**config.mk**
```make
export PLATFORM = sky130hd
export DESIGN_NAME = sync_fifo_lvl
export DESIGN_NICKNAME = d
export VERILOG_FILES = /design/src/rtl/fifo_pkg.sv /design/src/rtl/fifo_ram.sv /design/src/rtl/sync_fifo_lvl.sv
export SDC_FILE = /design/constraint.sdc
export NUM_CORES = 1
export LEC_CHECK = 0
export CORE_MARGIN = 2
export CORE_UTILIZATION = 55
export CTS_CLUSTER_SIZE = 8
export DETAILED_ROUTE_END_ITERATION = 10
export HOLD_SLACK_MARGIN = 0.03
export PLACE_DENSITY = 0.79
export SYNTH_ARGS = -nofsm -noshare
export SYNTH_HDL_FRONTEND = slang
export SYNTH_HIERARCHICAL = 1
export SYNTH_SLANG_ARGS = --single-unit
```
**constraint.sdc**
```tcl
create_clock -name iClk -period 3 [get_ports iClk]
set_input_delay 0.9 -clock iClk [delete_from_list [all_inputs] [get_ports iClk]]
set_output_delay 0.9 -clock iClk [all_outputs]
set_load 0.01 [all_outputs]
```
**src/rtl/fifo_pkg.sv**
```systemverilog
// Shared FIFO helpers: sizing rules and accept-decode constants for the
// sync/async/multi-channel FIFO family.
package fifo_pkg;

    function automatic int clog2(input int value);
        int result;
        int v;
        result = 0;
        v      = value - 1;
        while (v > 0) begin
            result++;
            v = v >> 1;
        end
        return result;
    endfunction

    function automatic int depth_of(input int addr_width);
        return 1 << addr_width;
    endfunction

    // The count must represent 0..DEPTH inclusive, hence one bit above the address.
    function automatic int cnt_width_of(input int addr_width);
        return clog2(depth_of(addr_width) + 1);
    endfunction

    // A read in the same cycle frees the slot, so a write to a full FIFO is still taken.
    localparam logic WR_ON_FULL_WITH_RD = 1'b1;

endpackage

```
**src/rtl/fifo_ram.sv**
```systemverilog
// Simple dual-port RAM: synchronous write, synchronous registered read, no reset.
module fifo_ram #(
    parameter int DATA_WIDTH = 8,
    parameter int ADDR_WIDTH = 6
) (
    input  logic                  clk,
    input  logic                  wr_en,
    input  logic [ADDR_WIDTH-1:0] wr_addr,
    input  logic [DATA_WIDTH-1:0] wr_data,
    input  logic                  rd_en,
    input  logic [ADDR_WIDTH-1:0] rd_addr,
    output logic [DATA_WIDTH-1:0] rd_data
);

    logic [DATA_WIDTH-1:0] mem [0:(1 << ADDR_WIDTH)-1];

    // Same-address read and write return the old word, which is what a full FIFO needs.
    always_ff @(posedge clk) begin
        if (wr_en) begin
            mem[wr_addr] <= wr_data;
        end
        if (rd_en) begin
            rd_data <= mem[rd_addr];
        end
    end

endmodule

```
**src/rtl/sync_fifo_lvl.sv**
```systemverilog
// Parametrised synchronous FIFO with level flags, flush and registered read port.
// Define SYNC_FIFO_ERR_FLAGS_EN to build the sticky overflow/underflow flags.
module sync_fifo_lvl
    import fifo_pkg::*;
#(
    parameter int DATA_WIDTH = 8,
    parameter int ADDR_WIDTH = 6,
    parameter int CNT_WIDTH  = cnt_width_of(ADDR_WIDTH)
) (
    input  logic                  iClk,
    input  logic                  iRst,
    input  logic                  iFlush,
    input  logic                  iW_EN,
    input  logic [DATA_WIDTH-1:0] iData,
    input  logic                  iR_EN,
    output logic [DATA_WIDTH-1:0] oData,
    output logic                  oValid,
    output logic                  oFull,
    output logic                  oEmpty,
    output logic [CNT_WIDTH-1:0]  oCount,
    input  logic [CNT_WIDTH-1:0]  iAFullThr,
    input  logic [CNT_WIDTH-1:0]  iAEmptyThr,
    output logic                  oAFull,
    output logic                  oAEmpty,
    output logic                  oOvf,
    output logic                  oUdf
);

    localparam int                   DEPTH    = depth_of(ADDR_WIDTH);
    localparam logic [CNT_WIDTH-1:0] FULL_CNT = CNT_WIDTH'(DEPTH);
    localparam logic [CNT_WIDTH-1:0] CNT_ONE  = CNT_WIDTH'(1);
    localparam logic [ADDR_WIDTH-1:0] PTR_ONE = ADDR_WIDTH'(1);

    logic [ADDR_WIDTH-1:0] wr_ptr;
    logic [ADDR_WIDTH-1:0] rd_ptr;
    logic [CNT_WIDTH-1:0]  count;
    logic                  rd_acc;
    logic                  wr_acc;
    logic                  has_data;
    logic [DATA_WIDTH-1:0] ram_q;

    assign oEmpty  = (count == '0);
    assign oFull   = (count == FULL_CNT);
    assign oCount  = count;
    assign oAFull  = (count >= iAFullThr);
    assign oAEmpty = (count <= iAEmptyThr);

    assign rd_acc = iR_EN & ~oEmpty;
    assign wr_acc = iW_EN & (~oFull | (WR_ON_FULL_WITH_RD & iR_EN));

    fifo_ram #(
        .DATA_WIDTH (DATA_WIDTH),
        .ADDR_WIDTH (ADDR_WIDTH)
    ) u_ram (
        .clk     (iClk),
        .wr_en   (wr_acc & ~iFlush),
        .wr_addr (wr_ptr),
        .wr_data (iData),
        .rd_en   (rd_acc & ~iFlush),
        .rd_addr (rd_ptr),
        .rd_data (ram_q)
    );

    // The RAM output register has no reset, so oData reads 0 until the first pop.
    assign oData = has_data ? ram_q : '0;

    always_ff @(posedge iClk or posedge iRst) begin
        if (iRst) begin
            wr_ptr   <= '0;
            rd_ptr   <= '0;
            count    <= '0;
            oValid   <= 1'b0;
            has_data <= 1'b0;
        end else if (iFlush) begin
            wr_ptr <= '0;
            rd_ptr <= '0;
            count  <= '0;
            oValid <= 1'b0;
        end else begin
            if (wr_acc) begin
                wr_ptr <= wr_ptr + PTR_ONE;
            end
            if (rd_acc) begin
                rd_ptr   <= rd_ptr + PTR_ONE;
                has_data <= 1'b1;
            end
            oValid <= rd_acc;
            case ({wr_acc, rd_acc})
                2'b10:   count <= count + CNT_ONE;
                2'b01:   count <= count - CNT_ONE;
                default: count <= count;
            endcase
        end
    end

`ifdef SYNC_FIFO_ERR_FLAGS_EN
    always_ff @(posedge iClk or posedge iRst) begin
        if (iRst) begin
            oOvf <= 1'b0;
            oUdf <= 1'b0;
        end else if (iFlush) begin
            oOvf <= 1'b0;
            oUdf <= 1'b0;
        end else begin
            if (iW_EN & ~wr_acc) begin
                oOvf <= 1'b1;
            end
            if (iR_EN & oEmpty) begin
                oUdf <= 1'b1;
            end
        end
    end
`else
    assign oOvf = 1'b0;
    assign oUdf = 1'b0;
`endif

endmodule

```
==> results of run 1 <==
[final cells by class]
cell class              count  area (sq um)
clock inverters             4         53.80
fillers                  2393         13220
multi-input cells         512          5593
well taps                 525         656.9
flip-flops and latches    541         16160
inverters                  18         67.56
repair buffers            212          1729
clock buffers             100          2077
[per-stage QoR]
stage / TNS [ns] / instances
floorplan: 0 / 1128
global placement: -15.57 / 1806
detailed placement: -38.89 / 1806
CTS: -0.2031 / 1910
global route: -0.1988 / 1912
finish: -0.08127 / 1912
[state kept, by name, indices dropped and copies added (netlist names)]
name / count
u_ram/rd_data: 8
has_data: 1
oValid: 1
oCount: 7
wr_ptr: 6
rd_ptr: 6
u_ram/mem: 512
[cells in the mapped netlist, types with 5 or more instances]
cell,number,share of area [%]
and2_1,10,0.28
dfrtp_1,21,2.4
nor3_1,13,0.30
a211oi_1,6,0.20
clkbuf_1,19,0.32
mux2_2,14,0.72
nor2b_1,17,0.48
nor2_1,105,1.8
buf_4,15,0.51
o22ai_1,9,0.26
nand2_1,28,0.48
a21oi_1,15,0.34
xor2_1,7,0.28
o221ai_1,9,0.36
a221oi_1,6,0.24
ha_1,21,1.2
o21ai_0,8,0.18
mux2i_1,24,1.1
mux4_2,126,13
a21o_1,5,0.17
nand3_1,16,0.36
edfxtp_1,520,71
buf_2,12,0.27
inv_1,18,0.31
nand2b_1,8,0.23
[kinds of logic (layout without fill, tap and decap cells)]
family | Yosys count | in the layout | share of synthesized area [%]
AOI/OAI and AO/OA | 91 | 91 | 3.233
xor gates and xnor gates | 11 | 11 | 0.4382
adders and majority gates | 22 | 22 | 1.286
buffers and inverters | 75 | 334 | 1.935
DFF | 541 | 541 | 73.42
muxes | 168 | 168 | 14.99
other | 1 | 2 | 0.01706
and+or+nand+nor | 218 | 218 | 4.678
[layer usage]
layer / wire length, microns / global-route usage (%) / share of wire, % / vias to the layer above
met4: 1806 / 11.03 / 3.5 / 2
met5: 19 / 0 / 0.037 / -
met1: 19470 / 33.87 / 38 / 6285
met2: 25930 / 42.29 / 50 / 640
met3: 4438 / 5.246 / 8.6 / 138
li1: - / - / - / 5021
[power breakdown]
group	internal, mW	switching, mW	total, mW	leakage [nW]
logic	1.70	1.62	3.33	2.71
clock network	4.76	2.94	7.70	1.03
registers	8.40	0.236	8.64	4.94
total	14.9	4.80	19.7	8.69
[how the worst max path moves through the flow]
stage / start / end / slack, ns / depth (start not counted)
3_5_place_dp: iAFullThr[0] / oAFull / -0.76 / 8
2_1_floorplan: iW_EN / oCount[5]$_DFFE_PP0P_ / 0.03 / 8
6_report: iAFullThr[4] / oAFull / -0.06 / 7
4_1_cts: iAFullThr[4] / oAFull / -0.16 / 7
5_1_grt: iAFullThr[2] / oAFull / -0.11 / 7
3_3_place_gp: iAFullThr[0] / oAFull / -0.76 / 8
[what timing repair did]
item | 4_1_cts | 5_1_grt
resized for setup | 33 | 25
pin swaps | 12 | 14
endpoints found under the setup margin | 4 | 5
gates cloned | 0 | 0
setup buffers | 0 | 2
==> flow_summary.json, run 1 <==
{
  "dp_hpwl_mm": 31.55,
  "clk_pin_slew_worst_paths_ns": 0.05,
  "crit_type": "in2out",
  "die-width_microns": 203.9,
  "cts_tree": "built",
  "r2r_end": "oCount[5]$_DFFE_PP0P_",
  "fin_hold_ws_ns": 0.6894,
  "place.gp.congestion": 0.8895,
  "rsz0062_at_grt": "true",
  "critical_path.reg2reg.startpoint": "oCount[2]$_DFFE_PP0P_",
  "final_hold_viol_count": 0,
  "design_area_sq_um": 26330,
  "drt_iter0_markers": 1202,
  "outcome": "finished with violations",
  "critical-path-top-delay-family": "buffers and inverters",
  "utilization_pct": 66.59,
  "number_of_global_route_vias_before_repair": 12410,
  "most-common-layout-cells": "520 x edfxtp_1, 160 x buf_4, 126 x mux4_2, 103 x nor2_1, 80 x clkbuf_16",
  "gr-usage-all-layers_pct": 25.76,
  "setup.reg_to_reg.worst_slack_ns": 0.12,
  "totalWireLength_mm": 51.66,
  "detail_route.wl_per_cell_microns": 27.02,
  "violations": "negative setup slack",
  "cts-hold-fix-buffers": 0,
  "timing.reg2reg.worst_path_depth": 11,
  "timing.hold.worst.class": "in2async",
  "max_ir_drop_vdd_v": 0.0004824,
  "final_antenna_net_count": 0,
  "yosys_most_used_dff": "edfxtp_1",
  "grt_pass1_wl_mm": 77.78,
  "grt_start_max_net_pins": 65,
  "ctsLongestPathBuffers": 3,
  "worstPathRequired_ns": 2.10,
  "worst-endpoint-arrival_ns": 2.16,
  "n_antenna_cell": 0,
  "mostFrequentLayoutCell": "edfxtp_1",
  "timing.slew.headroom_pct": 41.56,
  "numCtsBuffers": 77,
  "ys_seq_elements": 541,
  "vias": 12090,
  "cts.htree.levels": 3,
  "post-route-min-period_ns": 3.060,
  "die-area_sq_um": 41590,
  "slowest_delay_ns": 0.47,
  "global_route.overflow_total": 0,
  "report.power.total_mw": 19.67,
  "io_buffers": 46,
  "end_kind": "output port",
  "power_leakage_nw": 8.688,
  "max_freq_ghz": 0.3268,
  "synthArstFlopShare_pct": 3.882,
  "dpl_worst_slack_ns": -0.7592,
  "final_period_utilization_pct": 102.0,
  "critical_path.cell_chain": "clkdlybuf4s50_1 > inv_1 > ha_4 > a21oi_1 > o21ai_1 > a31o_2 > buf_6",
  "viasPerCell": 6.321,
  "design.core.area_sq_um": 39550,
  "setup_viol_count_final": 2,
  "worst-path-max-fanout": 2,
  "die_h_microns": 203.9,
  "layout.nets": 1411,
  "timing.critical_path.from_type": "input pin",
  "latest_clock_arrival_within_the_worst_skew_pair_ns": 0.60,
  "ys.warnings.count": 6,
  "ios": 49,
  "start_util_pct": 55.59,
  "grt_antenna_before_repair": 1,
  "cpMaxStageDelayCell": "clkdlybuf4s50_1",
  "power-per-cell-area_nw_per_um2": 746.9,
  "post_route_cells_drive_above_1_share_pct": 32.44,
  "post_dp_cell_area_sq_um": 24030,
  "worst_slew_pin_slew_ns": 0.8766,
  "cp_num_buf_inv": 3,
  "post_synth_num_cell_types": 65,
  "report.final.slew_viol_count": 0,
  "postSynthCellCount": 1127,
  "worst_slack_ns": -0.06016,
  "post-route-drc-count": 0,
  "postSynthAreaPerCell_sq_um": 19.51,
  "mappedNetlistArea_sq_um": 21980,
  "clkSinkCount": 541,
  "placement_rows": 73,
  "drt_pre_antenna_iters": 7,
  "area_growth_syn_to_layout_pct": 19.79,
  "synth_edf_count": 520,
  "final.setup_skew_ns": 0.01500,
  "synth.yosys.seq_area_share_pct": 73.42,
  "cts.root.buffer_cell": "clkbuf_16",
  "maxCapViolations": 0
}
Note: power is estimated with default switching activity, not from simulation.
==> run 2: changes to the inputs <==
Settings changed: CAP_MARGIN set to 40, CELL_PAD_IN_SITES_DETAIL_PLACEMENT set to 1, CELL_PAD_IN_SITES_GLOBAL_PLACEMENT set to 1, CORE_UTILIZATION 55 to 54, PLACE_DENSITY 0.79 to 0.86.
==> run 2 against run 1 <==
Against the previous run:
- the flow still finishes with violations (negative setup slack)
- maximum frequency down 5.5%
- critical path depth unchanged
- sequential power is 0.8% lower
- hold slack improved by 0.021 ns
- clock-buffer cell count fell by 6
- clock power increased by 2%
- global-route usage increased by 5.1 points
- power grew 2.8%
- cell count down 2.6%
- critical path type unchanged
- largest power group unchanged
==> flow_summary.json, run 2 (synthesis gave the netlist of run 1 again) <==
{
  "outcome": "finished with violations",
  "violations": "negative setup slack",
  "worstPathRequired_ns": 2.10,
  "design.core.area_sq_um": 39910,
  "cts.root.buffer_cell": "clkbuf_16",
  "worst_slew_pin_slew_ns": 0.9436,
  "critical_path.reg2reg.startpoint": "oCount[2]$_DFFE_PP0P_",
  "die-width_microns": 205.8,
  "end_kind": "output port",
  "final.setup_skew_ns": 0.02762,
  "placement_rows": 73,
  "rsz0062_at_grt": "true",
  "latest_clock_arrival_within_the_worst_skew_pair_ns": 0.62,
  "ios": 49,
  "vias": 12640,
  "die_h_microns": 205.8,
  "max_ir_drop_vdd_v": 0.0003851,
  "dpl_worst_slack_ns": -0.8278,
  "maxCapViolations": 0,
  "clock_power_share_pct": 38.8,
  "timing.hold.worst.class": "in2async",
  "final_period_utilization_pct": 107.9,
  "final_antenna_net_count": 0,
  "most-common-layout-cells": "520 x edfxtp_1, 126 x mux4_2, 110 x buf_4, 93 x nor2_1, 80 x clkbuf_16",
  "crit_type": "in2out",
  "totalNegativeSetupSlack_ns": -0.8742,
  "clk_pin_slew_worst_paths_ns": 0.06,
  "clkSinkCount": 541,
  "cts.htree.levels": 3,
  "post-route-min-period_ns": 3.238,
  "viasPerCell": 6.785,
  "post_route_cells_drive_above_1_share_pct": 31.71,
  "grt_pass1_wl_mm": 92.53,
  "post-route-drc-count": 0,
  "final.fill_count": 3245,
  "regMostFlops": "u_ram/mem",
  "ctsLongestPathBuffers": 3,
  "drt_pre_antenna_iters": 6,
  "critPathLaunch": "iAFullThr[3]",
  "dp_hpwl_mm": 36.55,
  "place.gp.congestion": 0.8475,
  "cts_tree": "built",
  "swShare_pct": 25.97,
  "power.switching_mw": 5.249,
  "die-area_sq_um": 42340,
  "power_leakage_nw": 8.477,
  "worst-path-max-fanout": 1,
  "timing.slew.headroom_pct": 36.86,
  "flip_flop_count_of_the_largest_register_after_layout": 512,
  "start_util_pct": 55.08,
  "max_freq_ghz": 0.3088,
  "cts-hold-fix-buffers": 0,
  "power-per-cell-area_nw_per_um2": 775.2,
  "setup_viol_count_final": 19,
  "power.combinational.fraction_pct": 18.8,
  "mostFrequentLayoutCell": "edfxtp_1",
  "numCtsBuffers": 77,
  "grt_antenna_before_repair": 0,
  "report.final.slew_viol_count": 0,
  "final_hold_viol_count": 0,
  "gr-usage-all-layers_pct": 30.90,
  "number_of_global_route_vias_before_repair": 13350,
  "area_growth_syn_to_layout_pct": 18.61,
  "worst-endpoint-arrival_ns": 2.34,
  "global_route.overflow_total": 0,
  "p_int_mw": 14.96,
  "register_area_sq_um": 16160,
  "drt_iter0_markers": 1953,
  "layout.nets": 1366,
  "worst_slack_ns": -0.2382,
  "detail_route.wl_per_cell_microns": 34.38,
  "totalWireLength_mm": 64.04,
  "io_buffers": 46,
  "grt_start_max_net_pins": 65,
  "timing.critical_path.from_type": "input pin",
  "multi_input_area_sq_um": 5653,
  "pwr-share-seq_pct": 42.4
}
[run 2: final timing paths]
path	to	slack [ns]	cells past startpoint
max	oAFull	-0.24	7
min in group iClk	has_data$_DFFE_PP0P_	0.73	1
max in group asynchronous	rd_ptr[0]$_DFFE_PP0P_	2.01	3
min reg2reg	has_data$_DFFE_PP0P_	0.73	1
min	has_data$_DFFE_PP0P_	0.71	3
max reg2reg	u_ram/mem[44][1]$_DFFE_PP_	-0.06	9
[run 2: power by group through the flow]
stage	Sequential, mW	Clock [mW]	Combinational [mW]
after floorplan	8.63	0	2.21
after global placement	8.68	0	3.17
after detailed placement	8.69	0	3.34
after CTS	8.57	7.89	3.56
after global routing	8.57	8.17	3.98
final	8.57	7.84	3.81
[run 2: final cells by class]
| class | instances | area share, % |
|---|---|---|
| inverter | 18 | 0.2591 |
| clock buffer | 94 | 7.879 |
| multi-input combinational | 512 | 21.68 |
| timing repair buffer | 167 | 5.504 |
| sequential | 541 | 61.97 |
| antenna | 1 | 0.009597 |
| tap | 525 | 2.519 |
| clock inverter | 5 | 0.1823 |
[run 2: through the flow]
stage / power (mW) / util, % / hold WS (ns) / cells / cell area (sq um)
final: 20.21 / 65.33 / 0.7107 / 1863 / 26080
after global routing: 20.72 / 65.32 / 0.7271 / 1862 / 26070
after CTS: 20.01 / 64.76 / 0.6891 / 1849 / 25850
after detailed placement: 12.02 / 59.12 / 0.6372 / 1748 / 23600
after global placement: 11.85 / 59.01 / 0.6504 / 1743 / 23550
after floorplan: 10.84 / - / 0.5244 / 1128 / 21990
[run 2: layer usage]
layer / GRT usage (%) / share of wire [%]
met2: 51.31 / 51
met3: 6.003 / 8.4
met5: 0 / 0
met1: 40.13 / 37
met4: 13.47 / 4.3
[run 2: timing repair]
action,4_1_cts,5_1_grt
pin swaps,13,19
gates resized for setup,52,37
endpoints found under the setup margin,56,197
setup buffers,2,9
gates cloned,0,0
[run 2: worst max-delay path, stage by stage]
cell and delay [ns]:
clkdlybuf4s50_1 0.48, inv_1 0.06, ha_2 0.32, nand2_1 0.07
o21ai_1 0.15, a31o_2 0.22, buf_6 0.13
==> run 3: changes to the inputs <==
Settings changed: CORE_UTILIZATION 54 to 55, DONT_BUFFER_PORTS set to 1, HOLD_SLACK_MARGIN 0.03 to 0.08, PLACE_DENSITY 0.86 to 0.85.
==> run 3 against run 2 <==
Against the previous run:
- the run still ends with negative setup slack left
- cell area is 2.5% lower
- power is 1.8% lower
- clock-buffer cell count is 2 lower
- setup slack better by 0.11 ns
- utilization is 1.0 points lower
- highest routed layer unchanged
- register-to-register slack worse by 0.07 ns
==> flow_summary.json, run 3 (synthesis gave the netlist of run 1 again) <==
{
  "rsz0062_at_grt": "true",
  "design.core.area_sq_um": 39550,
  "worstPathRequired_ns": 3.43,
  "max_freq_ghz": 0.3192,
  "flip_flop_count_of_the_largest_register_after_layout": 512,
  "dpl.cell_count": 1699,
  "clkSinkCount": 541,
  "cts.htree.levels": 3,
  "die-width_microns": 203.9,
  "final_cell_count_no_fill": 1800,
  "drt_iter0_markers": 1702,
  "worst_slack_ns": -0.1329,
  "cp_num_buf_inv": 1,
  "grt_antenna_before_repair": 1,
  "die_h_microns": 203.9,
  "critical_path.cell_chain": "nor4_2 > nand2_2 > nor2_2 > nor3_1 > buf_4 > ha_1 > a21o_2 > a311o_1 > a21oi_1 > xor2_1 > a211oi_1",
  "power-per-cell-area_nw_per_um2": 780.6,
  "totalWireLength_mm": 67.23,
  "worst_slew_pin_slew_ns": 1.046,
  "dp_hpwl_mm": 36.20,
  "regMostFlops": "u_ram/mem",
  "number_of_global_route_vias_before_repair": 13480,
  "report.power.total_mw": 19.85,
  "outcome": "finished with violations",
  "slowest_delay_ns": 0.48,
  "n_antenna_cell": 0,
  "io_buffers": 0,
  "multi_input_area_sq_um": 5540,
  "vias": 12760,
  "cpMaxStageDelayCell": "dfrtp_1",
  "crit_type": "reg2reg",
  "most-common-layout-cells": "520 x edfxtp_1, 126 x mux4_2, 97 x buf_4, 86 x nor2_1, 79 x clkbuf_16",
  "post-route-drc-count": 0,
  "r2r_end": "oCount[5]$_DFFE_PP0P_",
  "placement_rows": 73,
  "numCtsBuffers": 77,
  "area_growth_syn_to_layout_pct": 15.67,
  "fin_hold_ws_ns": 0.1500,
  "maxCapViolations": 0,
  "final.fill_count": 3184,
  "design_area_sq_um": 25430,
  "gr-usage-all-layers_pct": 32.51,
  "dpl_worst_slack_ns": -0.04713,
  "timing.hold.worst.class": "in2async",
  "worst-path-max-fanout": 6,
  "setup_viol_count_final": 4,
  "cts.root.buffer_cell": "clkbuf_16",
  "critical_path.reg2reg.startpoint": "oCount[2]$_DFFE_PP0P_",
  "critical-path-top-delay-family": "compound AO/OA/AOI/OAI gates",
  "post_dp_cell_area_sq_um": 23170,
  "violations": "negative setup slack",
  "endpoint": "oCount[5]$_DFFE_PP0P_",
  "pwr-share-seq_pct": 43.1,
  "place.gp.congestion": 0.8552,
  "utilization_pct": 64.30,
  "totalNegativeSetupSlack_ns": -0.2537,
  "detail_route.wl_per_cell_microns": 37.35,
  "post-route-min-period_ns": 3.133,
  "power.combinational.fraction_pct": 17.5,
  "timing.slew.headroom_pct": 30.04,
  "clk_pin_slew_worst_paths_ns": 0.06,
  "cts_tree": "built",
  "end_kind": "register",
  "layout.nets": 1306,
  "power.switching_mw": 5.155,
  "clock_power_share_pct": 39.5,
  "final_antenna_net_count": 0,
  "timing.critical_path.depth": 11,
  "ctsLongestPathBuffers": 3,
  "setup.reg_to_reg.worst_slack_ns": -0.13,
  "ios": 49,
  "grt_pass1_wl_mm": 96.21,
  "swShare_pct": 25.97,
  "drt_pre_antenna_iters": 5,
  "p_int_mw": 14.69,
  "max_ir_drop_vdd_v": 0.0004292,
  "latest_clock_arrival_within_the_worst_skew_pair_ns": 0.60,
  "timing.reg2reg.worst_path_depth": 11,
  "start_util_pct": 55.59,
  "register_area_sq_um": 16160,
  "final.setup_skew_ns": 0.03367,
  "global_route.overflow_total": 0,
  "mostFrequentLayoutCell": "edfxtp_1",
  "final_period_utilization_pct": 104.4,
  "post_route_cells_drive_above_1_share_pct": 30.20,
  "die-area_sq_um": 41590,
  "cts-hold-fix-buffers": 0,
  "critPathLaunch": "oCount[2]$_DFFE_PP0P_",
  "grt_start_max_net_pins": 65,
  "worst-endpoint-arrival_ns": 3.56,
  "report.final.slew_viol_count": 0,
  "final_hold_viol_count": 0,
  "timing.critical_path.from_type": "register",
  "viasPerCell": 7.088,
  "power_leakage_nw": 8.159
}
[run 3: worst reg2reg max path: cells and delay by family (launching register included)]
family	cells	cell delay, ns
flops	1	0.48
fa+ha+maj	1	0.29
buf+inv	1	0.17
simple gates	4	0.82
compound gates	4	0.96
xor+xnor	1	0.27
[run 3: per-layer routing]
metal / GRT usage [%] / routed length (microns)
met2: 53.66 / 33290
met5: 0 / 0
met3: 6.856 / 7064
met1: 42.03 / 23610
met4: 14.42 / 3264
[run 3: power groups by stage]
stage / sequential, mW / combinational, mW / clock (mW)
6_report: 8.55 / 3.47 / 7.83
5_1_grt: 8.55 / 3.59 / 8.13
4_1_cts: 8.57 / 3.24 / 7.86
3_5_place_dp: 8.71 / 3.05 / 0
3_3_place_gp: 8.69 / 2.90 / 0
2_1_floorplan: 8.63 / 2.21 / 0
[run 3: how the worst min path moves through the flow]
stage                                      from               endpoint  slack (ns)  cells past startpoint
final                                      iRst  oCount[0]$_DFFE_PP0P_        0.15                      1
after global routing                       iRst       oValid$_DFF_PP0_        0.14                      1
after CTS                                  iRst       oValid$_DFF_PP0_        0.14                      1
after detailed placement  oCount[1]$_DFFE_PP0P_  oCount[1]$_DFFE_PP0P_        0.72                      2
after global placement    oCount[0]$_DFFE_PP0P_  oCount[0]$_DFFE_PP0P_        0.67                      2
after floorplan           wr_ptr[4]$_DFFE_PP0P_  wr_ptr[4]$_DFFE_PP0P_        0.52                      2
[run 3: cell type report]
type	count	area share, %
inverter	18	0.2854
clock inverter	5	0.2017
clock buffer	92	7.966
tap	525	2.583
multi-input combinational	512	21.79
timing repair buffer	107	3.641
sequential	541	63.53
[run 3: repair_timing]
| action | 4_1_cts | 5_1_grt |
|---|---|---|
| setup endpoints to repair | 27 | 169 |
| pin swaps | 6 | 2 |
| setup buffers | 1 | 3 |
| gates resized for setup | 14 | 26 |
